--- src/rtl/simon_sound_sched.sv ---
`default_nettype none
// ---------------------------------------------------------------------------
// simon_sound_sched : priority speaker scheduler for tone/win/lose/high-score
// events, one square-wave note at a time.   Revision 1.0
// ---------------------------------------------------------------------------
module simon_sound_sched #(
  parameter int TICK_DIV   = 50000,
  parameter int HP0        = 56818,
  parameter int HP1        = 45454,
  parameter int HP2        = 37878,
  parameter int HP3        = 28409,
  parameter int HP_LOSE    = 113636,
  parameter int TONE_TICKS = 300,
  parameter int NOTE_TICKS = 150,
  parameter int LOSE_TICKS = 800,
  parameter int GAP_TICKS  = 20
) (
  input  logic       clk,
  input  logic       rst,
  input  logic       tone_req,
  input  logic [1:0] tone_col,
  input  logic       win_req,
  input  logic       lose_req,
  input  logic       hs_req,
  input  logic       mute,
  output logic       spk,
  output logic       busy,
  output logic [2:0] evt_id
);

  localparam int TW = $clog2(TICK_DIV);
  localparam logic [TW-1:0] TICK_LAST = TW'(TICK_DIV - 1);
  localparam int HP_LOSE_SAT = (HP_LOSE > 65535) ? 65535 : HP_LOSE;

  localparam logic [15:0] C_HP0   = 16'(HP0);
  localparam logic [15:0] C_HP1   = 16'(HP1);
  localparam logic [15:0] C_HP2   = 16'(HP2);
  localparam logic [15:0] C_HP3   = 16'(HP3);
  localparam logic [15:0] C_HPL   = 16'(HP_LOSE_SAT);
  localparam logic [15:0] C_TONE  = 16'(TONE_TICKS);
  localparam logic [15:0] C_NOTE  = 16'(NOTE_TICKS);
  localparam logic [15:0] C_LOSE  = 16'(LOSE_TICKS);
  localparam logic [15:0] C_GAP   = 16'(GAP_TICKS);

  localparam logic [1:0] S_IDLE = 2'd0;
  localparam logic [1:0] S_LOAD = 2'd1;
  localparam logic [1:0] S_PLAY = 2'd2;
  localparam logic [1:0] S_GAP  = 2'd3;

  localparam logic [2:0] EV_NONE = 3'd0;
  localparam logic [2:0] EV_TONE = 3'd1;
  localparam logic [2:0] EV_WIN  = 3'd2;
  localparam logic [2:0] EV_LOSE = 3'd3;
  localparam logic [2:0] EV_HS   = 3'd4;

  logic [1:0]    state, next_state;
  logic          pend_tone, pend_win, pend_lose, pend_hs;
  logic [1:0]    tone_col_q, cur_col;
  logic [2:0]    cur_evt, sel_evt, note_idx, last_idx;
  logic [15:0]   hp_cnt, ntick, cur_hp, dur;
  logic [TW-1:0] tick_cnt;
  logic          spk_raw;
  logic          any_pend, tick_wrap, note_done, gap_done, preempt, last_note;
  logic [1:0]    adv_state;

  function automatic logic [15:0] col_hp(input logic [1:0] c);
    case (c)
      2'd0:    col_hp = C_HP0;
      2'd1:    col_hp = C_HP1;
      2'd2:    col_hp = C_HP2;
      default: col_hp = C_HP3;
    endcase
  endfunction

  assign any_pend  = pend_tone | pend_win | pend_lose | pend_hs;
  assign tick_wrap = (tick_cnt == TICK_LAST);
  // A zero duration still ends at the first tick wrap because ntick+1 >= 0.
  assign note_done = (state == S_PLAY) && tick_wrap && (({1'b0, ntick} + 17'd1) >= {1'b0, dur});
  assign gap_done  = (state == S_GAP) && tick_wrap && (({1'b0, ntick} + 17'd1) >= {1'b0, C_GAP});
  assign preempt   = pend_lose && (cur_evt != EV_LOSE) && ((state == S_PLAY) || (state == S_GAP));
  assign last_note = (note_idx == last_idx);
  assign adv_state = !last_note ? S_PLAY : (any_pend ? S_LOAD : S_IDLE);

  always_comb begin
    sel_evt = EV_TONE;
    if (pend_lose)     sel_evt = EV_LOSE;
    else if (pend_win) sel_evt = EV_WIN;
    else if (pend_hs)  sel_evt = EV_HS;
  end

  always_comb begin
    cur_hp   = C_HP0;
    dur      = C_NOTE;
    last_idx = 3'd0;
    case (cur_evt)
      EV_TONE: begin cur_hp = col_hp(cur_col); dur = C_TONE; end
      EV_WIN:  begin cur_hp = col_hp(note_idx[1:0]); last_idx = 3'd2; end
      EV_LOSE: begin cur_hp = C_HPL; dur = C_LOSE; end
      EV_HS:   begin
        cur_hp   = col_hp((note_idx >= 3'd3) ? 2'd3 : note_idx[1:0]);
        last_idx = 3'd4;
      end
      default: ;
    endcase
  end

  always_ff @(posedge clk or posedge rst) begin
    if (rst) state <= S_IDLE;
    else     state <= next_state;
  end

  always_comb begin
    next_state = state;
    case (state)
      S_IDLE: if (any_pend) next_state = S_LOAD;
      S_LOAD: next_state = S_PLAY;
      S_PLAY: begin
        if (preempt)        next_state = S_LOAD;
        else if (note_done) next_state = (GAP_TICKS > 0) ? S_GAP : adv_state;
      end
      default: begin
        if (preempt)       next_state = S_LOAD;
        else if (gap_done) next_state = adv_state;
      end
    endcase
  end

  always_comb begin
    spk    = spk_raw & ~mute;
    busy   = (state != S_IDLE) || any_pend;
    evt_id = EV_NONE;
    if (state == S_LOAD)      evt_id = sel_evt;
    else if (state != S_IDLE) evt_id = cur_evt;
  end

  always_ff @(posedge clk or posedge rst) begin
    if (rst) begin
      pend_tone  <= 1'b0;
      pend_win   <= 1'b0;
      pend_lose  <= 1'b0;
      pend_hs    <= 1'b0;
      tone_col_q <= 2'd0;
      cur_col    <= 2'd0;
      cur_evt    <= EV_NONE;
      note_idx   <= 3'd0;
      hp_cnt     <= 16'd0;
      ntick      <= 16'd0;
      tick_cnt   <= '0;
      spk_raw    <= 1'b0;
    end else begin
      // A request landing in the LOAD cycle of its own event re-arms it.
      pend_tone <= tone_req | (pend_tone & ~((state == S_LOAD) && (sel_evt == EV_TONE)));
      pend_win  <= win_req  | (pend_win  & ~((state == S_LOAD) && (sel_evt == EV_WIN)));
      pend_lose <= lose_req | (pend_lose & ~((state == S_LOAD) && (sel_evt == EV_LOSE)));
      pend_hs   <= hs_req   | (pend_hs   & ~((state == S_LOAD) && (sel_evt == EV_HS)));
      if (tone_req) tone_col_q <= tone_col;

      case (state)
        S_IDLE: cur_evt <= EV_NONE;
        S_LOAD: begin
          cur_evt  <= sel_evt;
          cur_col  <= tone_col_q;
          note_idx <= 3'd0;
          hp_cnt   <= 16'd0;
          ntick    <= 16'd0;
          tick_cnt <= '0;
          spk_raw  <= 1'b0;
        end
        default: begin
          if ((next_state != state) || note_done || gap_done) begin
            hp_cnt   <= 16'd0;
            ntick    <= 16'd0;
            tick_cnt <= '0;
            spk_raw  <= 1'b0;
            if (next_state == S_PLAY) note_idx <= note_idx + 3'd1;
          end else begin
            if (tick_wrap) begin
              tick_cnt <= '0;
              ntick    <= ntick + 16'd1;
            end else begin
              tick_cnt <= tick_cnt + 1'b1;
            end
            if (state == S_PLAY) begin
              if (hp_cnt == cur_hp - 16'd1) begin
                hp_cnt  <= 16'd0;
                spk_raw <= ~spk_raw;
              end else begin
                hp_cnt <= hp_cnt + 16'd1;
              end
            end
          end
        end
      endcase
    end
  end

endmodule
`default_nettype wire

--- config.mk ---
export PLATFORM = sky130hd
export DESIGN_NAME = simon_sound_sched
export DESIGN_NICKNAME = d
export VERILOG_FILES = /design/src/rtl/simon_sound_sched.sv
export SDC_FILE = /design/constraint.sdc
export NUM_CORES = 1
export LEC_CHECK = 0
export ABC_AREA = 1
export CAP_MARGIN = 20
export CORE_MARGIN = 1
export CORE_UTILIZATION = 51
export CTS_BUF_LIST = sky130_fd_sc_hd__clkbuf_8
export CTS_CLUSTER_DIAMETER = 150
export DETAILED_ROUTE_END_ITERATION = 7
export GPL_TIMING_DRIVEN = 0
export MAX_ROUTING_LAYER = met4
export PLACE_DENSITY_LB_ADDON = 0.12
export SYNTH_ARGS = -nofsm -noshare
export SYNTH_HDL_FRONTEND = slang
export SYNTH_SLANG_ARGS = --single-unit
--- constraint.sdc ---
create_clock -name clk -period 3.6 [get_ports clk]
set_input_delay 0.36 -clock clk [delete_from_list [all_inputs] [get_ports clk]]
set_output_delay 0.36 -clock clk [all_outputs]
set_load 0.01 [all_outputs]
## Word level (Yosys, flattened, before mapping)

Index checks and enable logic that the tools add are counted.

- Register bits after elaboration: 65
- Input bits: 9
- Output and inout bits: 5
- Logic and storage cells: 131

- Add/subtract/negate cells: 6
- $lt $le $gt $ge: 3
- Eq/ne operators: 23
- Multiplexer cells: 38
- Bitwise gates (word level): 19
- Reduce and logical (&&, ||, !) cells: 29

Operators by type and width:

| kind | number |
|---|---|
| $pmux W16 S3 | 3 |
| $mux W16 | 7 |
| $pmux W16 S2 | 3 |
| $pmux W16 S4 | 1 |
| $add A16 B1 Y16 const B | 3 |
| $mux W3 | 7 |
| $pmux W10 S2 | 1 |
| $pmux W3 S2 | 3 |
| $add A16 B1 Y17 const B | 1 |
| $ge A17 B16 Y1 | 1 |
| $ge A17 B5 Y1 const B | 1 |
| $eq A16 B16 Y1 | 1 |
| $eq A16 B16 Y1 const B | 1 |
| $sub A16 B1 Y16 const B | 1 |
| $mux W2 | 7 |
| $eq A2 B2 Y1 const B | 6 |
| $eq A3 B2 Y1 const B | 4 |
| $logic_and A1 B1 Y1 | 10 |
| $reduce_bool A3 Y1 | 3 |
| $eq A2 B1 Y1 const B | 4 |
| $logic_not A2 Y1 | 4 |
| $reduce_bool A2 Y1 | 4 |
| $not A1 Y1 | 7 |
| $or A1 B1 Y1 | 7 |
| other kinds (14) | 28 |

## Longest topological paths before layout

- Word-level depth: 13
- Depth in mapped cells: 28

## Worst setup path after synthesis

Ideal clock, no wire load.

- Path type: register to register
- From: register note_idx[0]
- To: register hp_cnt[5]
- Data arrival time: 2.928 ns
- Required time: 3.524 ns
- Slack: 0.596 ns
- Cell stages (with the launch flop): 20
- Path buffers: 1
- Clock period less this slack: 3.004 ns
- Path through: dfrtp_1 ha_1 ha_1 inv_1 nand2_1 nor2_1 inv_1 ha_1 o22ai_1 nor3_2 ha_1 xor2_1 xor2_1 and3_1 nand3_2 buf_2 nand3_1 nor3_1 nand2_1 o21ai_1

- Word-level cells in the longest chain between the ends: 11

Ends and longest elaborated chain:

| what | RTL line | RTL |
|---|---|---|
| start: declaration | 59 | `logic [2:0] cur_evt, sel_evt, note_idx, last_idx;` |
| start signal: assignment | 175 | `if (next_state == S_PLAY) note_idx <= note_idx + 3'd1;` |
| $ge A3 B2 Y1 | 100 | `cur_hp = col_hp((note_idx >= 3'd3) ? 2'd3 : note_idx[1:0]);` |
| $mux W2 | 100 |  |
| $eq A2 B2 Y1 (tied with other cells) | 67 | `case (c)` |
| $pmux W16 S3 | 67 |  |
| $pmux W16 S4 | 95 | `case (cur_evt)` |
| $sub A16 B1 Y16 | 184 | `if (hp_cnt == cur_hp - 16'd1) begin` |
| $eq A16 B16 Y1 | 184 |  |
| $mux W16 | 184 |  |
| $mux W16 | 183 | `if (state == S_PLAY) begin` |
| $mux W16 | 170 | `if ((next_state != state) \|\| note_done \|\| gap_done) begin` |
| $pmux W16 S2 | 158 | `case (state)` |
| end signal: assignment | 188 | `hp_cnt <= hp_cnt + 16'd1;` |
| end: declaration | 60 | `logic [15:0] hp_cnt, ntick, cur_hp, dur;` |

Several ways; a longest one is shown, not always the timed one. The select of a mux whose other input is x is not followed.
A chain may end at the register's enable or synchronous reset.

## Worst setup path in the final report

- From: register state[1]
- To: output evt_id[2]

- Word-level cells in the longest chain between the ends: 3

Ends and longest elaborated chain:

| what | RTL line | RTL |
|---|---|---|
| start: declaration | 56 | `logic [1:0] state, next_state;` |
| start signal: assignment | 109 | `else state <= next_state;` |
| $reduce_bool A2 Y1 | 133 | `else if (state != S_IDLE) evt_id = cur_evt;` |
| $mux W3 | 133 |  |
| $mux W3 (*) | 132 | `if (state == S_LOAD) evt_id = sel_evt;` |
| end: declaration | 28 | `output logic [2:0] evt_id` |

Every way passes the cells marked *; elsewhere a longest branch is shown, timed or not.

==> results_dict.tcl <==
set metrics [dict create \
    syn_to_final_growth_pct 13.6 \
    power_density_nw_per_um2 235 \
    n_antenna_cell 0 \
    timing.final.crit_share_pct 94.7 \
    gp_congestion 0.970 \
    drc 0 \
    cts.sinks 65 \
    critPathLaunchType "flop" \
    fillerInstances 876 \
    mappedNetlistNets 748 \
    cts.clk_slew.worst_paths_ns 0.07 \
    root_buffer "clkbuf_8" \
    critPathArrivalTime_ns 3.05 \
    intPower_uw 1000 \
    syn_area_per_cell_um2 6.97 \
    multi_input_area_um2 2980 \
    wl_per_cell_um 14.2 \
    ys_seq_area_share_pct 32.8 \
    insertion_delay_ns 0.36 \
    drt_wl_total_um 12500 \
    crit_fanout 8 \
    final.min_clock_period_ns 3.41 \
    die_h_um 101 \
    grt_max_degree 66 \
    synth.distinct_cells 39 \
    maxCapViolations 0 \
    timing.final.ws_setup_ns 0.190 \
    drive_gt1_share_pct 10.3 \
    start_util_pct 53.2 \
    end_kind "primary output" \
    total_power_uw 1320 \
    finish.utilization_pct 60.4 \
    dp_hpwl_um 9270 \
    synthFlopType "dfrtp_1" \
    finalHoldViolations 0 \
    place.port_buffers 13 \
    die_w_um 101 \
    fin_setup_tns_ns 0 \
    grtUsageTotal_pct 27.1 \
    die_area_um2 10100 \
    grt_pass1_wl_um 20800 \
    yosys.area_share.simple_pct 36.6 \
    clkPwrFrac_pct 41.7 \
    ant_nets 0 \
    p_sw_share_pct 24.2 \
    ios 14 \
    hold_path.class "in2async" \
    place_ws_ns -0.00950 \
    cts.path.max_buffers 2 \
    setup_viol 0 \
    yosys_warnings 0 \
    synth_top_family_by_area "simple AND/OR/NAND/NOR gates" \
    synth_compound_gate_area_share_pct 9.73 \
    synthCells 712 \
    drtIter0Drc 350 \
    maxSlewViolCount 0 \
    placed_cell_area_um2 5260 \
    core_area_um2 9330 \
    via_per_inst 5.44 \
    max_slew_margin_pct 38.9 \
    fin_worst_skew_ns 0.0176 \
    grt_pass1_vias 4295 \
    fin_area_um2 5640 \
    row_count 35 \
    max_slew.worst_pin.slew_ns 0.910 \
    required_ns 3.24 \
    netlist_area_um2 4960 \
    cts_buffers 9 \
    synthXorXnorAreaFrac_pct 5.47 \
    ys_ff_latch 65 \
    async_reset_ff_share_pct 100 \
    layout.nets 786 \
    grt_overflow 0 \
    synthAdderAreaFrac_pct 6.81 \
    holdBufCountCts 0 \
    antenna_found_initial 0 \
    power_frac_comb_pct 2.5 \
    max-vdd-ir-drop_mv 0.147 \
    cts_tree "done" \
    outcome "completed" \
    synth_mux_area_share_pct 0 \
    vias 4804 \
    critPathKind "reg2out" \
    drt-pass1-iter-count 5 \
    timing.fmax_mhz 293 \
    synth_edf_count 0 \
    seqPwrFrac_pct 55.7 \
    cellLeakagePower_uw 0.00267 \
    htree_levels 3 \
    power_switching_uw 320 \
    seqCellArea_um2 1630 \
]
[placed cells by master, fill, tap and decap left out, types with 4 or more instances in the layout]
cell,count
nor2_4,7
nor4_1,6
nor2_2,6
o22ai_1,6
buf_4,18
o21ai_0,33
o21ai_1,21
nor3_1,40
xor2_1,27
buf_2,4
xnor2_1,4
inv_1,87
ha_1,23
nand3_1,55
nand2_1,185
o21bai_1,5
nor2_1,62
dfrtp_1,62
clkbuf_8,10
nand3_2,4
a21oi_1,12
clkbuf_1,4
nand2_2,4
clkdlybuf4s50_1,13
nand4_1,18
[power groups by stage]
stage	sequential [uW]	combinational, uW	clock, uW
2_1_floorplan	750	18.1	0
3_3_place_gp	751	33.9	0
3_5_place_dp	751	35.3	0
4_1_cts	737	35.4	565
5_1_grt	737	39.7	589
6_report	737	33.6	552
[layout make-up]
class	count	share of cell area [%]
multi-input combinational	544	52.9
sequential	65	28.9
inverter	87	5.84
timing repair buffer	27	4.48
tap	129	2.86
clock buffer	10	2.44
buffer	16	2.11
clock inverter	5	0.444
[logic make-up after synthesis]
logic type | count (synthesis)
DFF | 65
and+or+nand+nor | 400
adders and majority gates | 27
buffers and inverters | 103
AOI/OAI and AO/OA | 86
xor gates and xnor gates | 31
[synthesized netlist by cell type, types with 8 or more instances]
| cell type | n | share of area, % |
|---|---|---|
| a21oi_1 | 12 | 1.2 |
| nand4_1 | 18 | 2.3 |
| inv_1 | 86 | 6.5 |
| xor2_1 | 27 | 4.8 |
| nand2_1 | 187 | 14 |
| o21ai_1 | 21 | 2.1 |
| o21ai_0 | 33 | 3.3 |
| nor2_2 | 8 | 1.0 |
| nor3_1 | 42 | 4.2 |
| nor2_1 | 63 | 4.8 |
| ha_1 | 27 | 6.8 |
| nand3_1 | 55 | 5.5 |
| dfrtp_1 | 65 | 33 |
[path summary, 6_finish.rpt]
| kind | start | endpoint | slack, ns | cells past startpoint |
|---|---|---|---|---|
| worst min-delay path | rst | ntick[12] | 0.50 | 2 |
| worst max register to register | note_idx[1] | hp_cnt[2] | 0.22 | 24 |
| worst min register to register | note_idx[2] | note_idx[2] | 0.50 | 2 |
| min in group clk | note_idx[2] | note_idx[2] | 0.50 | 2 |
| worst max-delay path | state[1] | evt_id[2] | 0.19 | 8 |
| max in group asynchronous | rst | ntick[0] | 2.48 | 2 |
[critical path: stages (launching register included)]
cell	delay, ns
dfrtp_1	0.45
inv_1	0.22
ha_1	0.18
clkbuf_1	0.47
inv_1	0.33
nor2_1	0.20
nand2_1	0.16
o22ai_1	0.15
clkdlybuf4s50_1	0.56
[metal layers]
layer / routed length (um) / vias to the layer above / global-route usage (%) / share of wire (%)
li1: - / 2411 / - / -
met1: 6130 / 2216 / 39.0 / 49
met3: 688 / 25 / 3.54 / 5.5
met2: 5490 / 152 / 39.4 / 44
met4: 231 / 0 / 8.70 / 1.8
met5: 0 / - / - / 0
[flip-flops by register name, indices dropped and copies added (netlist names), 2 cells and up]
name,flops
cur_evt,3
state,2
ntick,16
hp_cnt,16
cur_col,2
tone_col_q,2
tick_cnt,16
note_idx,3
[metrics by stage]
step / cells / hold WS, ns
finish: 883 / 0.496
global route: 883 / 0.526
detailed placement: 854 / 0.477
global placement: 854 / 0.468
floorplan: 712 / 0.442
CTS: 870 / 0.498
[timing repair]
action / 4_1_cts / 5_1_grt
buffers inserted: 1 / 12
gates cloned: 0 / 1
pin swaps: 1 / 9
endpoints found under the hold margin: 0 / 0
endpoints found under the setup margin: 10 / 52
gates resized for setup: 0 / 25
No activity file was read; power rests on OpenSTA's default activity.
